<file path="src/rtl/wallace_sum_sequencer.sv">
// Streaming packet summer: batches 8-bit operands into groups of six, reduces each
// group through a registered six-operand Wallace tree and accumulates the group sums.

module wallace_tree (
    input  logic [7:0][5:0] x,   // x[b][k] = bit b of operand k
    output logic [10:0]     s
);
    // 6 * 255 = 1530 needs 11 bits.
    localparam int W = 11;

    logic [W-1:0] op [6];
    logic [W-1:0] s1a, c1a, s1b, c1b, s2, c2, s3, c3;

    function automatic logic [2*W-1:0] csa(input logic [W-1:0] a, b, c);
        logic [W-1:0] sum;
        logic [W-1:0] cy;
        sum = a ^ b ^ c;
        cy  = ((a & b) | (a & c) | (b & c)) << 1;
        return {cy, sum};
    endfunction

    // NOTE: every variable written in always_comb gets a default first, so no path
    // leaves it unassigned and no latch is inferred.
    always_comb begin
        for (int k = 0; k < 6; k++) begin
            op[k] = '0;
            for (int b = 0; b < 8; b++) begin
                op[k][b] = x[b][k];
            end
        end
    end

    // 6 -> 4 -> 3 -> 2 carry-save reduction, then one carry-propagate add.
    assign {c1a, s1a} = csa(op[0], op[1], op[2]);
    assign {c1b, s1b} = csa(op[3], op[4], op[5]);
    assign {c2, s2}   = csa(s1a, c1a, s1b);
    assign {c3, s3}   = csa(s2, c2, c1b);
    assign s          = s3 + c3;
endmodule

module wallace_sum_sequencer #(
    parameter int ACC_W = 16
) (
    input  logic             clk,
    input  logic             rst_n,
    input  logic             in_valid,
    output logic             in_ready,
    input  logic [7:0]       in_data,
    input  logic             in_last,
    output logic             out_valid,
    input  logic             out_ready,
    output logic [ACC_W-1:0] out_sum,
    output logic [7:0]       out_count,
    output logic             out_ovf
);
    localparam int TREE_W = 11;
    localparam int SUM_W  = ACC_W + 2;

    typedef enum logic [1:0] {
        COLLECT,
        REDUCE,
        ACCUM,
        DONE
    } state_e;

    state_e              state_q, state_d;
    logic [5:0][7:0]     slot_q, slot_d;
    logic [2:0]          slot_cnt_q, slot_cnt_d;
    logic [TREE_W-1:0]   tree_q, tree_d;
    logic [ACC_W-1:0]    acc_q, acc_d;
    logic [7:0]          count_q, count_d;
    logic                ovf_q, ovf_d;
    logic                last_q, last_d;

    logic [7:0][5:0]     tree_x;
    logic [TREE_W-1:0]   tree_s;
    logic [SUM_W-1:0]    acc_sum;

    // Column b of the tree carries bit b of every slot; empty slots are zero.
    always_comb begin
        tree_x = '0;
        for (int b = 0; b < 8; b++) begin
            for (int k = 0; k < 6; k++) begin
                tree_x[b][k] = slot_q[k][b];
            end
        end
    end

    wallace_tree u_tree (
        .x (tree_x),
        .s (tree_s)
    );

    // Two guard bits so even ACC_W=10 sees every carry out of the accumulator.
    assign acc_sum = {2'b00, acc_q} + SUM_W'(tree_q);

    assign in_ready  = (state_q == COLLECT);
    assign out_valid = (state_q == DONE);
    assign out_sum   = acc_q;
    assign out_count = count_q;
    assign out_ovf   = ovf_q;

    always_comb begin
        state_d    = state_q;
        slot_d     = slot_q;
        slot_cnt_d = slot_cnt_q;
        tree_d     = tree_q;
        acc_d      = acc_q;
        count_d    = count_q;
        ovf_d      = ovf_q;
        last_d     = last_q;

        unique case (state_q)
            COLLECT: begin
                if (in_valid) begin
                    slot_d[slot_cnt_q] = in_data;
                    slot_cnt_d         = slot_cnt_q + 3'd1;
                    count_d            = (count_q == 8'hFF) ? count_q : count_q + 8'd1;
                    last_d             = in_last;
                    if (slot_cnt_q == 3'd5 || in_last) begin
                        state_d = REDUCE;
                    end
                end
            end
            REDUCE: begin
                tree_d  = tree_s;
                state_d = ACCUM;
            end
            ACCUM: begin
                acc_d      = acc_sum[ACC_W-1:0];
                ovf_d      = ovf_q | (|acc_sum[SUM_W-1:ACC_W]);
                slot_d     = '0;
                slot_cnt_d = '0;
                state_d    = last_q ? DONE : COLLECT;
            end
            DONE: begin
                if (out_ready) begin
                    acc_d   = '0;
                    count_d = '0;
                    ovf_d   = 1'b0;
                    last_d  = 1'b0;
                    state_d = COLLECT;
                end
            end
            default: state_d = COLLECT;
        endcase
    end

    // NOTE: state registers use non-blocking assignments so every flop samples the
    // pre-edge value of its neighbours; the asynchronous reset clears all of them.
    always_ff @(posedge clk or negedge rst_n) begin
        if (!rst_n) begin
            state_q    <= COLLECT;
            slot_q     <= '0;
            slot_cnt_q <= '0;
            tree_q     <= '0;
            acc_q      <= '0;
            count_q    <= '0;
            ovf_q      <= 1'b0;
            last_q     <= 1'b0;
        end else begin
            state_q    <= state_d;
            slot_q     <= slot_d;
            slot_cnt_q <= slot_cnt_d;
            tree_q     <= tree_d;
            acc_q      <= acc_d;
            count_q    <= count_d;
            ovf_q      <= ovf_d;
            last_q     <= last_d;
        end
    end
endmodule

</file>
<file path="config.mk">
export PLATFORM = sky130hd
export DESIGN_NAME = wallace_sum_sequencer
export DESIGN_NICKNAME = d
export VERILOG_FILES = /design/src/rtl/wallace_sum_sequencer.sv
export SDC_FILE = /design/constraint.sdc
export NUM_CORES = 1
export LEC_CHECK = 0
export ABC_AREA = 1
export CAP_MARGIN = 20
export CORE_ASPECT_RATIO = 0.5
export CORE_UTILIZATION = 59
export CTS_CLUSTER_SIZE = 24
export DETAILED_ROUTE_END_ITERATION = 10
export PLACE_DENSITY = 0.8
export SKIP_CTS_REPAIR_TIMING = 1
export SYNTH_ARGS = -nofsm -noshare
export SYNTH_HDL_FRONTEND = slang
export SYNTH_SLANG_ARGS = --single-unit
</file>
<file path="constraint.sdc">
create_clock -name clk -period 4.1 [get_ports clk]
set_input_delay 0.82 -clock clk [delete_from_list [all_inputs] [get_ports clk]]
set_output_delay 0.82 -clock clk [all_outputs]
set_load 0.02 [all_outputs]
</file>
# After elaboration in Yosys (flattened, before gate mapping)
# Index checks and enable logic that the tools add are counted.
# op_classes
addsub,4
bitwise_logic,29
eq_ne,9
n_reduce_logical,12
n_lt_le_gt_ge,2
mux,22
# op_table
operator,count
$pmux 48 s2,1
$and 10x10->10,6
$or 10x10->10,6
$and 8x8->8,6
$bwmux 48,1
$mux 48,1
$xor 11x11->11,3
$mux 8,4
$pmux 16 s2,1
$xor 8x8->8,4
$demux 8 s3,1
$or 10x8->10,2
$add 16x11->17,1
$mux 16,1
$pmux 8 s2,1
$add 11x11->11,1
$xor 11x8->11,1
$add 8x1->8 const B,1
$eq 8x8->1 const B,1
$mux 2,4
$pmux 2 s4,1
$pmux 3 s2,1
$reduce_and 3->1,2
$reduce_bool 2->1,3
18 further kinds,24
# word_totals
reg_bits,90
output_inout_bits,27
inputBits,13

# Depth between registers and ports, before layout
# depth
depth_word,10
depth_mapped,19
mapped_depth_nobuf,19

# Cells and area by module
# From an unflattened synthesis, not the netlist that was laid out.
# hier_totals
cells_unflattened,641
area_unflattened_um2,5489.0
# modules_own_cells
mod,area_per_inst_um2,instances,seq_area_each_um2,cells_each
wallace_sum_sequencer,4476.8,1,2252.2,538
wallace_tree,1012.2,1,0.0,103

# Least setup slack after synthesis
# No wires, ideal clock.
# synth_path
path_type,register to register
from,register slot_q[2] in the netlist's numbering
to,register tree_q[10]
n_path_buf,0
t_required_ps,3984
t_arrival_ps,3012
period_less_slack_ps,3128
path_stages_with_launch,16
setup_ps,116
slack_ps,972
path_cell_list,dfrtp_1 -> fa_1 -> fa_1 -> fa_1 -> ha_1 -> fa_1 -> nand2_1 -> nand2_1 -> nand2_1 -> nand2_1 -> inv_1 -> o21bai_1 -> nand2_1 -> nand2_1 -> nand2_1 -> nand2_1
# synth_between
elab_chain_cells,10
# synth_lines
element,line_no,rtl
from (decl),67,"logic [5:0][7:0] slot_q, slot_d;"
from (signal assigned),163,slot_q <= slot_d;
$and 8x8->8,18,cy = ((a & b) | (a & c) | (b & c)) << 1;
$or 10x10->10,18,
$or 10x8->10,18,
$and 10x10->10,18,
$or 10x10->10 (2 in a row),18,
$and 10x10->10,18,
$or 10x10->10 (2 in a row),18,
$add 11x11->11 *,38,assign s = s3 + c3;
to (signal assigned),165,tree_q <= tree_d;
to (decl),69,"logic [TREE_W-1:0] tree_q, tree_d;"
# Mark *: on every way between the ends. The rest lies on a longest branch, timed or not.
# A chain may end at the register's enable or synchronous reset.

# Final worst setup path
# layout_path
from,register slot_q[1] in the netlist's numbering
to,register tree_q[8]
# The elaborated chain is that of the path after synthesis.

==> summary.txt <==
Synthesis
  • Compound-cell area share of the yosys netlist: 9.59%
  • Xor/xnor cell area share of the yosys netlist: 0.162%
  • Synth Area in Adders: 17.3%
  • Simple-gate share of the synthesized area: 24.7%
  • Net Count, Synth: 703
  • Post-synth top area share: 41.6%
  • #FFs+latches synth: 90
  • Dominant cell type by area after synthesis: dfrtp_1
  • Synthesized area per cell: 8.52 um2
  • Cell Area, Synth: 5410 um2
  • Main combinational cell family by area after synthesis: simple AND/OR/NAND/NOR gates
  • Sequential share of the synthesized area: 41.6%
  • Synth Instances: 635
  • Largest cells by area after synthesis: dfrtp_1 (42%), fa_1 (12%), nand2_1 (12%)
  • Mux share of post-synthesis cell area: 0%
  • Synth Warn #: 0
  • Library cells used by synthesis: 30

Clock network
  • Clock transition at path regs: 0.07 ns
  • Root Buffer: clkbuf_16
  • Maximum clock path buffer count: 2
  • Clk_lat worst skew: 0.34 ns
  • Cts bufs inserted: 9
  • Clock Sinks: 90
  • CTS tree: built
  • H-tree levels: 3

Worst hold path
  • Min-delay worst type: input pin to asynchronous set/reset pin

Setup path
  • R2r startpoint: slot_q[1]
  • Setup crit end kind: register
  • Setup crit start: slot_q[1]
  • Critical Setup Path Class: register to register
  • Critical R2R Capture: tree_q[8]
  • Data arrival, critical path: 3.61 ns
  • Startpoint type of the worst setup path: register
  • CP Max Fanout: 4
  • Worst r2r path cells: 17
  • R2r setup slk: 0.72 ns
  • Worst Path Required: 4.33 ns

Pwr
  • Peak supply drop: 418 uV
  • Sequential share of power: 30.5%
  • Int Pwr: 2570 uW
  • Comb power frac: 52.7%
  • Pwr dens: 770 nW/um2
  • Clock power frac: 16.8%
  • Leak pwr: 0.00315 uW
  • Sw power: 2190 uW
  • Switching share of total power: 46.0%

Detailed routing
  • First-iteration detailed-routing DRC count: 248
  • DRC violations left: 0
  • Routed wl met3: 556 um
  • Via density: 5.46
  • WL per Instance: 14.5 um
  • Wl on met1: 5520 um
  • Routed vias: 4338
  • Antenna-violating nets left: 0
  • Routed wire length: 11500 um
  • Highest routed layer: met4
  • Drt pass-1 iters: 4
  • DR WL met2: 5330 um

GRT
  • Pin count of the biggest net entering global routing: 82
  • GRT Residual Overflow: 0
  • Vias in the first global route: 4167
  • Initial antenna violation count: 0
  • First-pass GRT wire length: 19700 um
  • All-Layer GR Usage: 26.7%

Finish
  • Most frequent cells in the layout: nand2_1 (168), dfrtp_1 (90), nand3_1 (79)
  • Final Net Count: 740
  • Flip-flop and latch area: 2250 um2
  • Diode count: 0
  • Most common cell after layout, fill and taps aside: nand2_1
  • Area of the multi-input gates: 2800 um2
  • Fillcell total: 700
  • Area growth syn-to-layout: 14.3%
  • Layout cell share with drive strength beyond 1: 5.61%

STA
  • RSZ-0062 raised after global routing: false
  • Worst-margin pin slew: 1.04 ns
  • Rel. slew slack: 31.0%
  • Final hold vios: 0
  • Fmax achieved: 296 MHz
  • Fin crit share: 82.5%
  • Final Setup Violations: 0
  • Slew Viols, Final: 0
  • Final Worst Setup Slack: 0.718 ns
  • Setup_tns: 0 ns
  • Final Skew: 0.00833 ns
  • Final min period: 3.38 ns

Placed design
  • Pre-CTS setup slack: 0.767 ns
  • RePlAce Congestion: 0.883
  • DP Wirelength: 8110 um
  • # port buffers: 39

Die
  • Full die area: 9580 um2
  • FP Rows: 24
  • Height of the die: 69.7 um
  • Overall die width: 137 um
  • I/O pin count: 40
  • Standard cell core area: 8800 um2
  • Starting Density: 61.5%

Run
  • Max Cap Viol: 0

Status
  • Status: complete, no violations
==> synthesized netlist by cell type <==
master and instances:
nand2_1 168, dfrtp_1 90, nand3_1 79, inv_1 68, o21ai_0 37, o21ai_1 36
fa_1 33, nor2_1 31, ha_1 22, a21oi_1 20, buf_2 7, nand4_1 6
nand4_2 6, buf_4 5, inv_2 4, clkbuf_1 3, a22o_1 2, a31oi_1 2
nand3b_1 2, nor2_4 2, nor3_1 2, or2_2 2, a31o_2 1, buf_1 1
nand2_2 1, nand2_4 1, nor2_2 1, o21a_1 1, o21bai_1 1, xnor2_1 1
==> logic make-up after synthesis <==
kind of cell | Yosys count
simple gates | 301
buf+inv | 88
xor+xnor | 1
fa+ha+maj | 55
flops | 90
compound gates | 100
==> area by class of cell <==
class / count / share of cell area [%]
Clock buffer: 9 / 3.64
Clock inverter: 7 / 0.991
Inverter: 72 / 4.37
Multi-Input combinational cell: 457 / 45.3
Sequential cell: 90 / 36.4
Tap cell: 117 / 2.37
Timing Repair Buffer: 42 / 6.96
==> power groups by stage <==
stage / logic, uW / clock network, uW / registers [uW]
5_1_grt: 2900 / 851 / 1490
4_1_cts: 2520 / 806 / 1450
2_1_floorplan: 1800 / 0 / 1490
3_3_place_gp: 2390 / 0 / 1440
6_report: 2510 / 800 / 1450
3_5_place_dp: 2480 / 0 / 1460
==> worst max-delay path by stage <==
stage                 endpoint  slack [ns]  cells past startpoint
global route         tree_q[8]        0.51                     17
floorplan           tree_q[10]        0.97                     15
CTS                  tree_q[8]        0.74                     17
finish               tree_q[8]        0.72                     17
global placement    tree_q[10]        0.87                     15
detailed placement   tree_q[8]        0.77                     17
==> sequential cells by signal (all words and copies together) (netlist names) <==
name        count
slot_cnt_q      3
tree_q         11
out_count       8
out_ovf         1
last_q          1
out_sum        16
state_q         2
slot_q         48
==> per-layer routing <==
metal	GRT usage (%)	up-vias
li1	-	2156
met4	4.76	0
met5	0	-
met3	6.65	14
met1	36.7	2049
met2	43.4	119
==> worst max-delay path, cell delays in order (launching register included) <==
cell and delay, ns:
dfrtp_1 0.41, fa_1 0.55, inv_1 0.06, fa_1 0.43, inv_1 0.09, fa_1 0.42, ha_1 0.24, fa_1 0.39
nand2_1 0.10, nand2_1 0.06, nand2_1 0.05, nand2_1 0.04, inv_1 0.10, nor2_1 0.05, nor2_1 0.08, nand2_1 0.07
nand3_1 0.07, nand2_1 0.05
==> metrics by stage <==
stage	cell area [um2]	utilization (%)	hold WS, ns	cells	total power (uW)
4_1_cts	6160	70.0	0.489	793	4780
3_5_place_dp	5870	66.8	0.472	777	3950
6_report	6190	70.3	0.340	794	4770
2_1_floorplan	5410	-	0.446	635	3280
5_1_grt	6190	70.3	0.346	794	5240
3_3_place_gp	5870	66.8	0.464	777	3840
No activity file was read; power rests on OpenSTA's default activity.
